### src/rtl/alu_result_collector.sv
// Collects completed results from wrapper_alu into a small FWFT FIFO drained over valid/ready.
// Optional running XOR of accepted bytes when ALU_COLLECT_CHECKSUM_EN is defined.
module alu_result_collector #(
    parameter int DATA_W = 8,
    parameter int DEPTH  = 8,
    parameter int CNT_W  = 16
) (
    input  logic                       clk,
    input  logic                       rst,
    input  logic [DATA_W-1:0]          alu_data,
    input  logic                       alu_done,
    output logic [DATA_W-1:0]          res_data,
    output logic                       res_valid,
    input  logic                       res_ready,
    output logic [$clog2(DEPTH):0]     fifo_count,
    output logic                       overflow,
`ifdef ALU_COLLECT_CHECKSUM_EN
    output logic [DATA_W-1:0]          checksum,
`endif
    output logic [CNT_W-1:0]           result_total
);

    localparam int AW = $clog2(DEPTH);
    localparam logic [AW:0] DEPTH_C = (AW+1)'(DEPTH);

    logic              done_q_reg;
    logic [AW-1:0]     wr_ptr_reg;
    logic [AW-1:0]     rd_ptr_reg;
    logic [AW:0]       count_reg;
    logic [AW:0]       count_next;
    logic              valid_reg;
    logic              overflow_reg;
    logic [CNT_W-1:0]  total_reg;
    logic [DATA_W-1:0] hold_reg;
    logic [DATA_W-1:0] mem [DEPTH];

    logic capture;
    logic full;
    logic pop;
    logic push;
    logic drop;

    assign capture = alu_done & ~done_q_reg;
    assign full    = (count_reg == DEPTH_C);
    assign pop     = valid_reg & res_ready;
    // A pop on the same edge frees a slot, so a full FIFO still accepts the push.
    assign push    = capture & (~full | pop);
    assign drop    = capture & full & ~pop;

    always_comb begin
        count_next = count_reg;
        case ({push, pop})
            2'b10:   count_next = count_reg + (AW+1)'(1);
            2'b01:   count_next = count_reg - (AW+1)'(1);
            default: count_next = count_reg;
        endcase
    end

    always_ff @(posedge clk) begin
        if (!rst && push) begin
            mem[wr_ptr_reg] <= alu_data;
        end
    end

    always_ff @(posedge clk) begin
        if (rst) begin
            done_q_reg   <= 1'b0;
            wr_ptr_reg   <= '0;
            rd_ptr_reg   <= '0;
            count_reg    <= '0;
            valid_reg    <= 1'b0;
            overflow_reg <= 1'b0;
            total_reg    <= '0;
        end else begin
            done_q_reg <= alu_done;
            count_reg  <= count_next;
            valid_reg  <= (count_next != '0);
            if (push) begin
                wr_ptr_reg <= wr_ptr_reg + AW'(1);
                total_reg  <= total_reg + CNT_W'(1);
            end
            if (pop) begin
                rd_ptr_reg <= rd_ptr_reg + AW'(1);
            end
            if (drop) begin
                overflow_reg <= 1'b1;
            end
        end
    end

    // Remembers the last head byte so res_data stays defined while empty.
    always_ff @(posedge clk) begin
        if (rst) begin
            hold_reg <= '0;
        end else if (valid_reg) begin
            hold_reg <= mem[rd_ptr_reg];
        end
    end

`ifdef ALU_COLLECT_CHECKSUM_EN
    logic [DATA_W-1:0] checksum_reg;

    always_ff @(posedge clk) begin
        if (rst) begin
            checksum_reg <= '0;
        end else if (push) begin
            checksum_reg <= checksum_reg ^ alu_data;
        end
    end

    assign checksum = checksum_reg;
`endif

    assign res_data     = valid_reg ? mem[rd_ptr_reg] : hold_reg;
    assign res_valid    = valid_reg;
    assign fifo_count   = count_reg;
    assign overflow     = overflow_reg;
    assign result_total = total_reg;

endmodule

### config.mk
export PLATFORM = sky130hd
export DESIGN_NAME = alu_result_collector
export DESIGN_NICKNAME = d
export VERILOG_FILES = /design/src/rtl/alu_result_collector.sv
export SDC_FILE = /design/constraint.sdc
export NUM_CORES = 1
export LEC_CHECK = 0
export ABC_AREA = 0
export CORE_MARGIN = 2
export CORE_UTILIZATION = 50
export CTS_CLUSTER_DIAMETER = 40
export DETAILED_ROUTE_END_ITERATION = 16
export GPL_TIMING_DRIVEN = 0
export HOLD_SLACK_MARGIN = 0.05
export PLACE_DENSITY = 0.78
export SYNTH_ARGS = -nofsm -noshare
export SYNTH_HDL_FRONTEND = slang
export SYNTH_SLANG_ARGS = --single-unit
### constraint.sdc
create_clock -name clk -period 2.71 [get_ports clk]
set_input_delay 0.271 -clock clk [delete_from_list [all_inputs] [get_ports clk]]
set_output_delay 0.271 -clock clk [all_outputs]
set_load 0.01 [all_outputs]
# [Word-level counts from Yosys, hierarchy flattened]
# Memories as Yosys holds them, arrays and structs flattened. A register that Yosys moved wholly into a read port is not among the register bits.
# Cells that the tools add are included.
[word_totals] mem_bits_rw=64 latch_bits=0 memories=1 romBits=0 out_inout_bits=30 elab_cells=35 register_bits=37 input_bits=12
[memory_table] name="mem" depth=8 width=8 rd=1 rd_ports_with_merged_regs=1 write_ports=1 line_no="35" rtl="logic [DATA_W-1:0] mem [DEPTH];"
[classes] n_reduce_logical=3 mul=0 n_lt_le_gt_ge=0 shifts=0 bitwise_logic=9 add_sub_neg=5 n_eq_ne=3 div=0 muxes=6
[op_table] operator="16-bit by 1-bit adder with 16-bit output, second input constant" count=1
[op_table] operator="8-bit two-way mux" count=1
[op_table] operator="4-bit case mux with 2 select lines" count=1
[op_table] operator="3-bit by 1-bit adder with 3-bit output, second input constant" count=2
[op_table] operator="3-bit two-way mux" count=2
[op_table] operator="1-bit bitwise AND" count=5
[op_table] operator="4-bit by 1-bit adder with 4-bit output, second input constant" count=1
[op_table] operator="4-bit equality test, second input constant" count=1
[op_table] operator="4-bit nonzero test" count=1
[op_table] operator="4-bit by 1-bit subtractor with 4-bit output, second input constant" count=1
[op_table] operator="1-bit NOT" count=3
[op_table] operator="2-bit by 1-bit equality test with 1-bit output, second input constant" count=1
[op_table] operator="2-bit equality test, second input constant" count=1
[op_table] operator="1-bit two-way mux" count=2
[op_table] operator="1-bit logical AND" count=1
[op_table] operator="1-bit logical NOT" count=1
[op_table] operator="1-bit bitwise OR" count=1

# [Logic depth before layout (Yosys ltp)]
# Gate-level depths: netlist of the first run.
[depth] ltp_word=7 mapped_depth=10 depth_no_buf=8

# [Least setup slack after synthesis of the first run]
# No wires, ideal clock.
[synth_path] path_type="flip-flop to flip-flop" start="register valid_reg (netlist: res_valid)" end="memory mem[4][0], enable pin" arrival_ns=2.002 setup_time_ns=0.395 t_required_ns=2.315 path_stages_with_launch=6 slack_ns=0.314 cell_sequence="dfxtp_1 > buf_2 > nand2_2 > a21oi_2 > nand2_1 > nor4_1"
[synth_via] elab_chain_cells=6
[synth_lines] element="start, declared" line_no="31" rtl="logic valid_reg;"
[synth_lines] element="start signal, assigned" line_no="77" rtl="valid_reg <= (count_next != '0);"
[synth_lines] element="1-bit bitwise AND" line_no="45" rtl="assign pop = valid_reg & res_ready;"
[synth_lines] element="1-bit bitwise OR" line_no="47" rtl="assign push = capture & (~full | pop);"
[synth_lines] element="1-bit bitwise AND" line_no="47"
[synth_lines] element="1-bit logical AND" line_no="60" rtl="if (!rst && push) begin"
[synth_lines] element="1-bit two-way mux" line_no="60"
[synth_lines] element="1-bit two-way mux (not written as such)" line_no="61" rtl="mem[wr_ptr_reg] <= alu_data;"
[synth_lines] element="end, declared" line_no="35"
# No other way between the ends.

==> results of run 1 <==
-- metrics by stage --
stage,instances,power (mW)
floorplan,307,2.510
global placement,452,2.856
detailed placement,454,2.888
CTS,470,3.768
global route,470,3.926
finish,470,3.742
-- worst max-delay path: stages (launching register included) --
cell	delay, ns
dfxtp_1	0.34
buf_6	0.17
buf_12	0.17
mux4_2	0.51
mux2i_1	0.16
a21oi_1	0.11
clkdlybuf4s50_1	0.50
-- cell families (layout without fill, tap and decap cells) --
kind of cell / Yosys count / count (layout) / share of synthesized area
flip-flops: 104 / 104 / 0.6447
multiplexers: 25 / 25 / 0.1067
AO/OA/AOI/OAI: 27 / 27 / 0.04445
buffers and inverters: 18 / 76 / 0.02222
AND/OR/NAND/NOR: 106 / 106 / 0.1224
XOR/XNOR: 23 / 23 / 0.04771
adder cells (fa/ha/maj): 4 / 4 / 0.01185
-- timing repair --
action                                 CTS  global route
resized for setup                        6             8
gates cloned                             0             0
endpoints found under the hold margin    0             0
pin swaps                                0             0
setup endpoints to repair                5             5
-- routing by layer --
layer | part of all wire | up-vias | global-route usage
li1 | - | 1225 | -
met1 | 0.43 | 1260 | 0.2456
met2 | 0.51 | 57 | 0.3024
met3 | 0.042 | 11 | 0.03289
met4 | 0.017 | 0 | 0.07857
met5 | 0 | - | 0
-- worst min-delay path by stage --
| stage | slack [ns] | depth (start not counted) | from | endpoint |
|---|---|---|---|---|
| after CTS | 0.38 | 4 | rst | fifo_count[3] |
| after global placement | 0.47 | 2 | overflow | overflow |
| final | 0.40 | 4 | rst | fifo_count[3] |
| after global routing | 0.45 | 4 | rst | fifo_count[3] |
| after floorplan | 0.37 | 0 | alu_data[0] | mem[0][0] |
| after detailed placement | 0.46 | 2 | overflow | overflow |
-- power by group through the flow --
| stage | registers [mW] | logic (mW) | clock network [mW] |
|---|---|---|---|
| 2_1_floorplan | 1.88 | 0.629 | 0 |
| 3_3_place_gp | 1.87 | 0.981 | 0 |
| 3_5_place_dp | 1.88 | 1.01 | 0 |
| 4_1_cts | 1.85 | 1.04 | 0.885 |
| 5_1_grt | 1.86 | 1.11 | 0.955 |
| 6_report | 1.85 | 1.02 | 0.874 |
-- layout by cell type, fill, tap and decap left out, drive strengths merged, types with 2 or more instances in the layout --
cell and n:
dlymetal6s2s 5, mux2i 9, nand4 2, buf 10
xnor2 9, edfxtp 64, a21oi 17, nor4b 2
nor4 2, nand4b 2, nand3 9, clkinv 3
ha 4, nor2 44, a2111oi 2, mux4 16
nor2b 12, dfxtp 40, clkbuf 18, inv 4
clkdlybuf4s50 35, nor3 6, o21ai 3, xor2 14
and4 2, nand2 21
-- area by class of cell --
cell class | count | share of cell area
Sequential cell | 104 | 0.5432
Multi-Input combinational cell | 185 | 0.2878
Timing Repair Buffer | 42 | 0.08537
Tap cell | 105 | 0.02621
Clock buffer | 9 | 0.02471
Buffer | 17 | 0.02097
Clock inverter | 7 | 0.01098
Inverter | 1 | 0.0007489
==> reports/summary.txt, run 1 <==
placer congestion estimate = 0.8584
# nets final = 376
Hold Path Class = in2reg
Hold Buf Count CTS = 0
height of the die = 95.90 um
gr usage total = 0.1853
Buffers on Ports = 40
Clock Power Share = 0.233
worst-path fanout max = 10
RR Endpoint = mem[1][2]
Final setup violation count = 0
htree depth = 3
Setup crit end = res_data[3]
drt drc = 0
Reg clk slew, reported paths = 0.09 ns
post-layout min period = 2.581 ns
Worst-Skew Late Latency = 0.36 ns
Layout Utilization = 0.6100
leakage power = 1.692 nW
Commonest cells post-synth = edfxtp_1 (64), nor2_1 (44), dfxtp_1 (40), nand2_1 (20)
r2r setup slk = 0.15 ns
Tightest Pin Transition = 1.368 ns
multi-input logic area = 1443 um2
Design Area, Final = 5012 um2
flip-flop and latch area = 2723 um2
leading post-synthesis cells by cell area = edfxtp_1 (46%), dfxtp_1 (19%), mux4_2 (8.5%)
CTS tree = built
Iter 0 DRT Violations = 213
Sw Share = 0.2926
top-count cell post-synth = edfxtp_1
Ports = 42
maximum clock frequency = 387.4 MHz
Worst EP arrival = 2.31 ns
Startpoint Class = flip-flop
Hold Vio Cnt, Final = 0
Mapped Cells = 307
row count = 33
postcts setup bufs = 0
number of global-route vias before repair = 2470
final WL = 7975 um
clock tree buffer depth = 2
Mapped Area = 4223 um2
setup TNS = 0 ns
Ant. Diodes = 0
flops & latches, synth = 104
WL per Instance = 16.97 um
router iterations before antenna repair = 4
clk sinks = 104
internal power = 2.647 mW
routed via count = 2553
core area = 8217 um2
Slew Viols, Final = 0
root buffer cell = clkbuf_8
max_cap viols = 0
Placed Area = 4782 um2
CTS Buf Count = 9
slew margin rel. = 0.08088
fillers = 631
Main synth FF type = edfxtp_1
Worst setup EP type = output pin
P_sw = 1.095 mW
syn avg cell area = 13.76 um2
Gate power share = 0.273
initial antenna violation count = 0
Largest register FFs = 64
total congestion overflow = 0
synthesis-to-finish area growth = 18.70%
PD cells = 746.6 nW/um2
largest vdd supply drop = 0.2890 mV
number of synthesized flops with an enable pin = 64
Setup CP Type = reg2out
die width = 95.90 um
WHS = 0.3975 ns
register area share after synthesis = 0.6447
vias per inst = 5.432
YS warnings = 0
asr flop ratio synth = 0
outcome = finished, final reports clean
Initial Utilization = 0.5139
layout cell share with drive strength beyond 1 = 0.1534
Cell variety after synth = 40
Critical R2R Launch = res_valid
setup ws final = 0.1287 ns
Yosys top cell by area = edfxtp_1
RSZ-0062 raised after global routing = false
Synth top area share = 0.4551
DPL Wire Length = 5639 um
Final Skew = 0.005383 ns
sequential power share = 0.493
global-route wire length before repair = 12420 um
crit share post-route = 0.9525
die area = 9197 um2
Reg2Reg Depth = 5
worst slack at placement = -0.2315 ns
syn nets = 323
ANT nets after route = 0
Worst Path Required = 2.44 ns
largest net degree at the start of global routing = 19
No activity file was read; power rests on OpenSTA's default activity.
==> inputs of run 2 (changes only) <==
--- a/config.mk
+++ b/config.mk
@@ -12,7 +12,7 @@
 export DETAILED_ROUTE_END_ITERATION = 16
 export GPL_TIMING_DRIVEN = 0
 export HOLD_SLACK_MARGIN = 0.05
-export PLACE_DENSITY = 0.78
+export PLACE_DENSITY = 0.81
 export SYNTH_ARGS = -nofsm -noshare
 export SYNTH_HDL_FRONTEND = slang
 export SYNTH_SLANG_ARGS = --single-unit
==> constraint.sdc (replaced) <==
create_clock -name clk -period 2.1 [get_ports clk]
set_input_delay 0.21 -clock clk [delete_from_list [all_inputs] [get_ports clk]]
set_output_delay 0.21 -clock clk [all_outputs]
set_load 0.01 [all_outputs]
==> run 2 against run 1 <==
The flow now finishes with violations (setup timing); die area stayed put; clock skew increased by 0.0033 ns; via count is 5.5% higher; power grew 35%; sequential power rose by 29%; clock-buffer cell count is 2 higher; core utilization rose by 2.9 points; sequential share of layout area fell by 2.4 points; critical path type unchanged; critical endpoint is now res_data[1]; highest routed layer unchanged.
==> reports/summary.txt, run 2 (synthesis results as in run 1) <==
outcome = finished, violations left
failing checks = setup timing
height of the die = 95.90 um (unchanged)
Reg clk slew, reported paths = 0.09 ns (about the same)
ANT nets after route = 0 (unchanged)
# nets final = 389 (+3.5%)
Placed Cells = 452 (-0.44%)
largest delay contributor family on the critical path = multiplexers
Worst EP arrival = 1.97 ns (-0.34 ns)
CP max stage delay = 0.55 ns (+0.04 ns)
Worst setup EP type = output pin
Hold Path Class = in2reg
most frequent cells in the layout = edfxtp_1 (64), nor2_1 (41), dfxtp_1 (38)
Startpoint Class = flip-flop
Ant. Diodes = 0 (unchanged)
die width = 95.90 um (unchanged)
DPL Wire Length = 5405 um (-4.1%)
worst slack at placement = -0.8404 ns (-0.6088 ns)
initial antenna violation count = 0 (unchanged)
Setup CP Type = reg2out
final WL = 8869 um (+11%)
RR Endpoint = res_valid
Final setup violation count = 6 (+6)
crit share post-route = 1.039
PD cells = 960.0 nW/um2 (+29%)
largest vdd supply drop = 0.3764 mV (+30%)
Critical R2R Launch = res_valid
die area = 9197 um2 (unchanged)
routed via count = 2694 (+5.5%)
max_cap viols = 0 (unchanged)
WHS = 0.3656 ns (-0.03189 ns)
Tightest Pin Transition = 0.6838 ns (-0.6843 ns)
CTS tree = built
Ports = 42 (unchanged)
Final Skew = 0.008714 ns (+0.003331 ns)
worst-path fanout max = 5 (-5)
drt drc = 0 (unchanged)
Worst-Skew Late Latency = 0.36 ns (about the same)
commonest non-fill, non-tap cell in the layout = edfxtp_1
htree depth = 3 (unchanged)
WL per Instance = 18.36 um (+8.2%)
row count = 33 (unchanged)
RSZ-0062 raised after global routing = true
clock tree buffer depth = 2 (unchanged)
fillers = 568 (-10%)
Iter 0 DRT Violations = 190 (-11%)
Worst Hold Depth = 4 (unchanged)
Hold Path Origin = rst
fin cells = 483 (+2.8%)
synthesis-to-finish area growth = 24.27%
largest net degree at the start of global routing = 17 (-2)
total congestion overflow = 0 (unchanged)
Buffers on Ports = 40 (unchanged)
gr usage total = 0.2004 (+0.01517)
Reg2Reg Depth = 10 (+5)
root buffer cell = clkbuf_8
core area = 8217 um2 (unchanged)
Hold Buf Count CTS = 0 (unchanged)
slowest CP cell = mux4_2
number of global-route vias before repair = 2509 (+1.6%)
CP cell instances = buf_6 -> buf_16 -> mux4_2 -> mux2i_4 -> a21oi_2 -> buf_2
layout cell share with drive strength beyond 1 = 0.2407 (+0.08732)
post-layout min period = 2.181 ns
r2r setup slk = 0.04 ns (-0.11 ns)
Buf/Inv on CP = 3 (unchanged)
slew margin rel. = 0.5441 (+0.4632)
router iterations before antenna repair = 6 (+2)
leakage power = 1.725 nW (+2.0%)
vias per inst = 5.578 (+2.7%)
Hold Path End = fifo_count[3]
Largest register FFs = 64 (unchanged)
clk sinks = 104 (unchanged)
setup ws final = -0.08136 ns (-0.2100 ns)
Slew Viols, Final = 0 (unchanged)
Initial Utilization = 0.5139 (unchanged)
CTS Buf Count = 9 (unchanged)
maximum clock frequency = 458.4 MHz
Hold Vio Cnt, Final = 0 (unchanged)
global-route wire length before repair = 13360 um (+7.6%)
Worst Path Required = 1.89 ns (-0.55 ns)
placer congestion estimate = 0.8674 (+1.0%)
## run 2: cell count changes in the layout (fill, tap and decap cells not counted), moves of 4 or more
cell,change
a21oi_1,-4
dlymetal6s2s_1,-5
buf_6,+4
buf_4,+10
buf_2,+6
mux2i_4,+4
mux2i_2,-5
## run 2: area by class of cell
| class | instances | area (um2) | area share |
|---|---|---|---|
| buffer | 16 | 120.1 | 0.02289 |
| clock buffer | 11 | 141.4 | 0.02694 |
| clock inverter | 5 | 32.53 | 0.006199 |
| inverter | 1 | 3.754 | 0.0007153 |
| multi-input combinational | 185 | 1577 | 0.3004 |
| sequential | 104 | 2725 | 0.5193 |
| tap | 105 | 131.4 | 0.02504 |
| timing repair buffer | 56 | 516.7 | 0.09847 |
## run 2: how the worst max path moves through the flow
| stage | depth (start not counted) | start | end | slack, ns |
|---|---|---|---|---|
| finish | 6 | flip-flop | res_data[1] | -0.08 |
| global route | 6 | flip-flop | res_data[1] | -0.14 |
| CTS | 6 | flip-flop | res_data[1] | -0.09 |
| detailed placement | 6 | alu_done | mem[1][6] | -0.84 |
| global placement | 6 | alu_done | mem[2][5] | -0.75 |
| floorplan | 5 | res_valid | mem[4][0] | 0.03 |
## run 2: layer usage
metal	global-route usage	vias to the layer above	wire length (um)
li1	-	1255	-
met2	0.3386	94	4619
met5	0	-	0
met3	0.03915	13	507
met4	0.05714	0	136
met1	0.2656	1332	3605
## run 2: tightest hold or removal path: stages
cell,delay [ns]
clkbuf_1,0.19
nor2_1,0.14
mux2i_1,0.10
inv_1,0.06
## run 2: per-stage QoR
stage / setup TNS (ns) / instance area (um2) / total power, mW / util
final: -0.2910 / 5248 / 5.037 / 0.6386
after detailed placement: -46.19 / 4767 / 3.726 / 0.5802
after CTS: -0.2986 / 5127 / 4.894 / 0.6240
after global routing: -1.021 / 5248 / 5.273 / 0.6386
after floorplan: 0 / 4235 / 3.242 / -
after global placement: -41.55 / 4767 / 3.690 / 0.5802
## run 2: timing repair
action / in CTS / in global routing
buffers inserted: 4 / 11
pin swaps: 4 / 6
endpoints found under the setup margin: 73 / 25
endpoints found under the hold margin: 0 / 0
gates cloned: 1 / 0
gates resized for setup: 69 / 7
## run 2: report_power, final
group,switching (mW),internal (mW),leakage [nW],total (mW)
Sequential,0.0861,2.31,0.904,2.39
Clock,0.644,0.459,0.0813,1.10
Combinational,0.757,0.785,0.740,1.54
